## config.mk

```make
export PLATFORM = sky130hd
export DESIGN_NAME = mc14500_sequencer
export DESIGN_NICKNAME = d
export VERILOG_FILES = /design/src/rtl/mc14500_pkg.sv /design/src/rtl/mc14500_rstack.sv /design/src/rtl/mc14500_sequencer.sv
export SDC_FILE = /design/constraint.sdc
export NUM_CORES = 1
export LEC_CHECK = 0
export BUFFER_PORTS_ARGS = -buffer_cell sky130_fd_sc_hd__buf_2
export CAP_MARGIN = 20
export CORE_ASPECT_RATIO = 1.4
export CORE_UTILIZATION = 45
export CTS_CLUSTER_SIZE = 30
export DETAILED_ROUTE_END_ITERATION = 8
export GPL_TIMING_DRIVEN = 0
export PLACE_DENSITY = 0.68
export SYNTH_ARGS = -nofsm -noshare
export SYNTH_HDL_FRONTEND = slang
export SYNTH_SLANG_ARGS = --single-unit
```

## constraint.sdc

```tcl
create_clock -name clk -period 4.1 [get_ports clk]
set_clock_uncertainty 0.05 [all_clocks]
set_input_delay 1.025 -clock clk [delete_from_list [all_inputs] [get_ports clk]]
set_output_delay 1.025 -clock clk [all_outputs]
set_load 0.02 [all_outputs]
```

## src/rtl/mc14500_pkg.sv

```systemverilog
`default_nettype none
// ============================================================================
// Module   : mc14500_pkg
// Brief    : Shared MC14500B opcode encoding and sequencer FSM state type.
// Revision : 1.0
// ============================================================================
package mc14500_pkg;

    localparam int OPC_W = 4;

    typedef enum logic [OPC_W-1:0] {
        OP_NOPO = 4'h0,
        OP_LD   = 4'h1,
        OP_LDC  = 4'h2,
        OP_AND  = 4'h3,
        OP_ANDC = 4'h4,
        OP_OR   = 4'h5,
        OP_ORC  = 4'h6,
        OP_XNOR = 4'h7,
        OP_STO  = 4'h8,
        OP_STOC = 4'h9,
        OP_IEN  = 4'hA,
        OP_OEN  = 4'hB,
        OP_JMP  = 4'hC,
        OP_RTN  = 4'hD,
        OP_SKZ  = 4'hE,
        OP_NOPF = 4'hF
    } instruction_t;

    typedef enum logic [0:0] {
        RUN  = 1'b0,
        HALT = 1'b1
    } seq_state_t;

endpackage
`default_nettype wire

```

## src/rtl/mc14500_rstack.sv

```systemverilog
`default_nettype none
// ============================================================================
// Module   : mc14500_rstack
// Brief    : LIFO return-address stack; illegal push/pop pulses err and is dropped.
// Revision : 1.0
// ============================================================================
module mc14500_rstack #(
    parameter int DEPTH  = 4,
    parameter int DATA_W = 8
) (
    input  logic              clk,
    input  logic              rst,
    input  logic              push,
    input  logic              pop,
    input  logic [DATA_W-1:0] din,
    output logic [DATA_W-1:0] dout,
    output logic              full,
    output logic              empty,
    output logic              err
);
    localparam int SP_W = $clog2(DEPTH + 1);

    logic [SP_W-1:0]   r_sp;
    logic [DATA_W-1:0] r_mem [DEPTH];

    assign full  = (r_sp == SP_W'(DEPTH));
    assign empty = (r_sp == '0);
    assign err   = (push && full) || (pop && empty);

    always_ff @(posedge clk) begin
        if (!rst) begin
            r_sp <= '0;
        end else if (push && !full) begin
            r_sp <= r_sp + SP_W'(1);
        end else if (pop && !empty) begin
            r_sp <= r_sp - SP_W'(1);
        end
    end

    // Storage is deliberately not reset; only the pointer defines validity.
    always_ff @(posedge clk) begin
        for (int i = 0; i < DEPTH; i++) begin
            if (push && !full && (r_sp == SP_W'(i))) begin
                r_mem[i] <= din;
            end
        end
    end

    always_comb begin
        dout = r_mem[0];
        for (int i = 1; i < DEPTH; i++) begin
            if (r_sp == SP_W'(i + 1)) begin
                dout = r_mem[i];
            end
        end
    end

endmodule
`default_nettype wire

```

## src/rtl/mc14500_sequencer.sv

```systemverilog
`default_nettype none
// ============================================================================
// Module   : mc14500_sequencer
// Brief    : Program counter, ROM addressing, jump/return/halt control for the ICU.
// Revision : 1.0
// ============================================================================
module mc14500_sequencer
    import mc14500_pkg::*;
#(
    parameter int ADDR_W      = 8,
    parameter int STACK_DEPTH = 4
) (
    input  logic                    clk,
    input  logic                    rst,
    output logic [ADDR_W-1:0]       rom_addr,
    input  logic [OPC_W+ADDR_W-1:0] rom_data,
    output logic [OPC_W-1:0]        opcode,
    input  logic                    icu_jmp,
    input  logic                    icu_rtn,
    input  logic                    icu_flag_f,
    output logic                    icu_rst,
    input  logic                    resume,
    output logic                    halted,
    output logic                    stack_err
);
    seq_state_t        r_state;
    seq_state_t        w_state_nxt;
    logic [ADDR_W-1:0] r_pc;
    logic [ADDR_W-1:0] w_pc_nxt;
    logic [ADDR_W-1:0] w_pc_inc;
    logic [ADDR_W-1:0] w_operand;
    logic [ADDR_W-1:0] w_top;
    logic              w_jmp_req;
    logic              w_push;
    logic              w_pop;
    logic              w_full;
    logic              w_empty;
    logic              w_stk_err;
    logic              r_rst_q;
    logic              r_icu_rst;
    logic              r_stack_err;

    assign w_pc_inc  = r_pc + ADDR_W'(1);
    assign w_operand = rom_data[ADDR_W-1:0];
    // Overflow is flagged here; the stack never sees a push while full.
    assign w_push    = w_jmp_req && !w_full;

    mc14500_rstack #(
        .DEPTH  (STACK_DEPTH),
        .DATA_W (ADDR_W)
    ) u_rstack (
        .clk   (clk),
        .rst   (rst),
        .push  (w_push),
        .pop   (w_pop),
        .din   (w_pc_inc),
        .dout  (w_top),
        .full  (w_full),
        .empty (w_empty),
        .err   (w_stk_err)
    );

    always_comb begin
        w_state_nxt = r_state;
        w_pc_nxt    = r_pc;
        w_jmp_req   = 1'b0;
        w_pop       = 1'b0;
        if (!r_icu_rst) begin
            case (r_state)
                RUN: begin
                    if (icu_rtn) begin
                        w_pop    = 1'b1;
                        w_pc_nxt = w_empty ? w_pc_inc : w_top;
                    end else if (icu_jmp) begin
                        w_jmp_req = 1'b1;
                        w_pc_nxt  = w_operand;
                    end else if (icu_flag_f) begin
                        w_pc_nxt    = w_pc_inc;
                        w_state_nxt = HALT;
                    end else begin
                        w_pc_nxt = w_pc_inc;
                    end
                end
                HALT: begin
                    if (resume) begin
                        w_state_nxt = RUN;
                    end
                end
                default: w_state_nxt = RUN;
            endcase
        end
    end

    // icu_rst stays high for one extra cycle after rst releases.
    always_ff @(posedge clk) begin
        if (!rst) begin
            r_state     <= RUN;
            r_pc        <= '0;
            r_rst_q     <= 1'b1;
            r_icu_rst   <= 1'b1;
            r_stack_err <= 1'b0;
        end else begin
            r_state     <= w_state_nxt;
            r_pc        <= w_pc_nxt;
            r_rst_q     <= 1'b0;
            r_icu_rst   <= r_rst_q;
            r_stack_err <= r_stack_err | w_stk_err | (w_jmp_req & w_full);
        end
    end

    assign rom_addr  = r_pc;
    assign opcode    = ((r_state == RUN) && !r_icu_rst) ? rom_data[OPC_W+ADDR_W-1:ADDR_W]
                                                        : OP_NOPO;
    assign icu_rst   = r_icu_rst;
    assign halted    = (r_state == HALT);
    assign stack_err = r_stack_err;

endmodule
`default_nettype wire

```

# ---- Yosys cells after proc, flatten, opt, wreduce, memory -nomap -nowiden
# Memory sizes are Yosys's and may differ from the RTL's.
# Cells that the tools add are included.
dict set report totals {
  memories 1
  ram_bits 32
  out_inout_bits 15
  wordCells 78
  reg_bits 15
}
dict set report op_classes {
  add_sub_neg 3
  bitwise 5
  eq_ne 4
  n_reduce_logical 20
  mux 39
}
# memory depth width read_ports rd_ports_with_merged_regs write_ports line
set memory_table {}
lappend memory_table {u_rstack.r_mem 4 8 4 0 1 mc14500_rstack.sv:24} ;# logic [DATA_W-1:0] r_mem [DEPTH];
# operator count
set ops {}
lappend ops {{8-bit 2-to-1 mux} 9}
lappend ops {{8-bit OR reduction} 3}
lappend ops {{1-bit 2-to-1 mux} 23}
lappend ops {{1-bit logical AND} 10}
lappend ops {{8-bit by 1-bit adder with 8-bit output (second input constant)} 1}
lappend ops {{3-bit by 2-bit == test with 1-bit output (second input constant)} 2}
lappend ops {{2-bit 2-to-1 mux} 3}
lappend ops {{3-bit 2-to-1 mux} 2}
lappend ops {{4-bit 2-to-1 mux} 1}
lappend ops {{3-bit by 1-bit adder with 3-bit output (second input constant)} 1}
lappend ops {{3-bit by 1-bit == test with 1-bit output (second input constant)} 1}
lappend ops {{3-bit == test (second input constant)} 1}
lappend ops {{1-bit zero test} 3}
lappend ops {{3-bit zero test} 1}
lappend ops {{3-bit by 1-bit subtractor with 3-bit output (second input constant)} 1}
lappend ops {{1-bit inverter} 2}
lappend ops {{1-bit bitwise OR} 2}
lappend ops {{1-bit one-hot mux with 2 select lines} 1}
lappend ops {{2-bit AND reduction} 1}
lappend ops {{2-bit nonzero test} 1}
lappend ops {{1-bit bitwise AND} 1}
lappend ops {{1-bit logical OR} 1}

# ---- Longest topological paths before layout
dict set report depth {
  ltp_word 13
  depth_mapped 7
  ltp_nobuf 6
}

# ---- Modules after synthesis
# Synthesis repeated with hierarchy kept, for this count alone.
dict set report hier_totals {
  cells_unflattened 227
  area_unflattened_um2 2376.0
}
# module area_per_inst_um2 cells_each seq_area_each_um2 n_inst
set modules_own_cells {}
lappend modules_own_cells {mc14500_rstack 1585.3 125 1021.0 1}
lappend modules_own_cells {mc14500_sequencer 790.8 102 240.2 1}

# ---- Worst setup path after synthesis
# No wires, ideal clock.
dict set report synth_timing {
  kind {input -> register}
  startpoint {in icu_rtn}
  endpoint {mem u_rstack.r_mem[1][0], enable pin}
  n_path_buf 2
  arrival_time_ns 2.446
  path_stages 4
  required_ns 3.665
  setup_time_ns 0.385
  slack_ns 1.219
  cell_sequence {buf_6 > or4b_4 > buf_6 > nor3b_1}
}
dict set report synth_between {
  elab_chain_len 12
  elab_cells_between_ends 26
  classes_between {17 x mux; 9 x reduce/logical}
}
# element line
set synth_rtl {}
lappend synth_rtl {{start, declared} mc14500_sequencer.sv:19} ;# input logic icu_rtn,
lappend synth_rtl {{1-bit 2-to-1 mux *} mc14500_sequencer.sv:71} ;# if (icu_rtn) begin
lappend synth_rtl {{1-bit 2-to-1 mux *} mc14500_sequencer.sv:69} ;# case (r_state)
lappend synth_rtl {{1-bit 2-to-1 mux *} mc14500_sequencer.sv:68} ;# if (!r_icu_rst) begin
lappend synth_rtl {{1-bit logical AND *} mc14500_sequencer.sv:46} ;# assign w_push = w_jmp_req && !w_full;
lappend synth_rtl {{1-bit logical AND *} mc14500_rstack.sv:43} ;# if (push && !full && (r_sp == SP_W'(i))) begin
lappend synth_rtl {{1-bit logical AND} mc14500_rstack.sv:43}
lappend synth_rtl {{1-bit 2-to-1 mux} mc14500_rstack.sv:43}
lappend synth_rtl {{1-bit 2-to-1 mux (not written as such)} mc14500_rstack.sv:44} ;# r_mem[i] <= din;
lappend synth_rtl {{8-bit OR reduction (no source line)} -}
lappend synth_rtl {{2-bit 2-to-1 mux (no source line) or 1-bit 2-to-1 mux (tied branches) (3 in a row)} -}
lappend synth_rtl {{end, declared} mc14500_rstack.sv:24}
# Mark *: on every way between the ends. The rest lies on a longest branch, timed or not.

# ---- Final worst setup path
dict set report layout_timing {
  startpoint {reg r_state, in the netlist halted}
  endpoint {out opcode[3]}
}
dict set report layout_between {
  elab_chain_len 3
}
# element line
set layout_rtl {}
lappend layout_rtl {{start, declared} mc14500_sequencer.sv:26} ;# seq_state_t r_state;
lappend layout_rtl {{start signal, assigned} mc14500_sequencer.sv:103} ;# r_state <= w_state_nxt;
lappend layout_rtl {{1-bit inverter} -}
lappend layout_rtl {{1-bit logical AND} mc14500_sequencer.sv:112} ;# assign opcode = ((r_state == RUN) && !r_icu_rst) ? rom_data[OPC_W+ADDR_W-1:ADDR_W]
lappend layout_rtl {{4-bit 2-to-1 mux} mc14500_sequencer.sv:112}
lappend layout_rtl {{end, declared} mc14500_sequencer.sv:17} ;# output logic [OPC_W-1:0] opcode,
# No other way between the ends.

==> reports/metrics.csv <==
metric;value;unit
final_cell_mix;36 x buf_2, 32 x edfxtp_1, 15 x dfxtp_1;
row_count;31;
fin_nets;282;
drive_above_1_share;25.2;%
ys_ff_latch;47;
ys_warn_count;0;
setup_slack;1.15;ns
die-height;89.0;µm
rsz0062_at_grt;no;
io_pins;33;
grt-ovfl-total;0;
cts_buffers;5;
vdd_drop_max;0.201;mV
synth_xor_area_share;2.16;%
fin_crit;2.95;ns
crit_fanout;10;
setup_tns;0;ns
drc;0;
grt_max_degree;14;
top_layer;met4;
cts_htree_levels;2;
final_common_cell;buf_2;
cts_buffer_depth;2;
syn_nets;242;
post-cts-setup-buffers;0;
place_hpwl;4.25;mm
clkPwrFrac;29.4;%
power_density;333;mW/mm²
synth_compound_area_share;18.5;%
antenna_found_initial;0;
antenna_cells;0;
cts.sinks;47;
floorplan.die.width;64.1;µm
ys_async_sr_fraction;0;%
crit_chain;nor2_1 > clkbuf_1 > and2_1 > buf_2;
yosys.area_share.simple;16.0;%
slew_viol_final;0;
cts_tree;built;
routed_wl;5.71;mm
seq_area_frac_synth;51.9;%
path_clk_slew;0.09;ns
switchingPower;0.236;mW
stdcell_count;324;
synthMuxAreaShare;3.14;%
grt_pass1_wl;8.84;mm
synth_top_family_by_area;compound AO/OA/AOI/OAI gates;
ys_types;57;
critPathArrivalTime;1.88;ns
combinationalPowerShare;13.4;%
critPathLaunchType;flip-flop;
place_ws;1.23;ns
p_int;0.685;mW
crit_required;3.02;ns
grt_pass1_vias;1737;
ctsResizeCount;0;
hp-class;reg -> reg;
dp.cells;316;
avgSynthCellArea;11.2;µm²
core;0.00520;mm²
crit_path_top_delay_cell;nor2_1;
root_buffer;clkbuf_8;
dr.first_iter.drc_count;92;
start_util;46.8;%
ant_nets;0;
finalWeightedCongestion;0.852;
fmax;339;MHz
synthFlopType;edfxtp_1;
wl_met2;2.92;mm
clk_latency;0.30;ns
syn-cell-area;0.00243;mm²
min_period_over_period;72.0;%
vias;1860;
leakage;1.02;nW
final_util;53.2;%
maxCapViolCount;0;
outcome;completed;
max-slew-margin-rel;49.9;%
synth_edf_count;32;
power_frac_seq;57.3;%
nFillCells;502;
wire_per_inst;17.6;µm
ctsHoldBuffers;0;
cp-end-kind;output port;
fp.dieArea;0.00570;mm²
critical_path_class;reg -> out;
portBuffers;31;
firstDrtPassIters;4;
synth_fa_ha_area_share;3.60;%
syn2layout_area_growth;13.6;%
slowest_delay;0.52;ns
setup_viol;0;
hold_violations;0;
wl_met3;186;µm
sw_frac_of_total;25.6;%
tightest_slew;0.748;ns
m1WireLength;2.45;mm
grt_use_total;21.3;%
netlist_instances;217;
power;0.921;mW
viasPerCell;5.74;
-- power by group through the flow --
stage                     Combinational, mW  Clock [mW]  Sequential [mW]
after floorplan                      0.0760           0            0.543
after global placement                0.122           0            0.538
after detailed placement              0.123           0            0.538
after CTS                             0.123       0.276            0.527
after global routing                  0.135       0.295            0.529
final                                 0.123       0.271            0.527
-- layout make-up --
| cell class | count | area, µm² | area share (%) |
|---|---|---|---|
| Tap cell | 66 | 82.6 | 2.99 |
| Timing Repair Buffer | 33 | 168 | 6.07 |
| Multi-Input combinational cell | 146 | 1050 | 38.2 |
| Buffer | 11 | 66.3 | 2.40 |
| Clock inverter | 1 | 5.00 | 0.181 |
| Clock buffer | 7 | 76.3 | 2.76 |
| Inverter | 13 | 48.8 | 1.77 |
| Sequential cell | 47 | 1260 | 45.7 |
-- synth_stat cells, types with 5 or more instances --
library cell / count / area (µm²)
and2_1: 6 / 37.5
nand2b_1: 7 / 43.8
nor2_1: 13 / 48.8
nand2_1: 11 / 41.3
a21oi_1: 7 / 35.0
edfxtp_1: 32 / 961
a211o_1: 5 / 43.8
o21ai_0: 10 / 50.1
dfxtp_1: 15 / 300
inv_1: 12 / 45.0
ha_1: 7 / 87.6
a31oi_1: 8 / 50.1
mux2_2: 5 / 56.3
-- cell families (layout without fill, tap and decap cells) --
logic type      after synthesis  count (layout)
compound gates               60              60
mux                           7               7
buf+inv                      24              65
flops                        47              47
simple gates                 66              66
fa+ha+maj                     7               7
xor+xnor                      6               6
-- worst max-delay path: cells and delay by family, from the launching register on --
family / cells / cell delay (ns)
flip-flops: 1 / 0.38
buffers and inverters: 2 / 0.50
AND/OR/NAND/NOR: 2 / 0.69
-- metrics by stage --
stage | area (µm²) | hold slack, ns
after floorplan | 2430 | 0.336
after detailed placement | 2680 | 0.370
final | 2760 | 0.388
after CTS | 2760 | 0.395
after global routing | 2760 | 0.400
after global placement | 2670 | 0.352
-- metal layers --
| metal | vias up | GRT usage, % |
|---|---|---|
| li1 | 901 | - |
| met1 | 906 | 24.6 |
| met2 | 41 | 38.3 |
| met3 | 12 | 3.57 |
| met4 | 0 | 10.3 |
| met5 | - | 0 |
-- state kept, by name (all words and copies together), names as in the netlist --
name            flops
u_rstack.r_mem     32
rom_addr            8
u_rstack.r_sp       3
halted              1
icu_rst             1
r_rst_q             1
stack_err           1
-- path summary, 6_finish.rpt --
kind / depth (start not counted) / slack [ns] / startpoint / end
worst max-delay path: 4 / 1.15 / halted$_SDFFE_PN0N_ / opcode[3]
worst max register to register: 6 / 1.65 / u_rstack.r_sp[2]$_SDFFE_PN0P_ / u_rstack.r_mem[3][4]$_DFFE_PP_
worst min-delay path: 1 / 0.39 / r_rst_q$_DFF_P_ / icu_rst$_SDFF_PN1_
worst min register to register: 1 / 0.39 / r_rst_q$_DFF_P_ / icu_rst$_SDFF_PN1_
No activity file was read; power rests on OpenSTA's default activity.
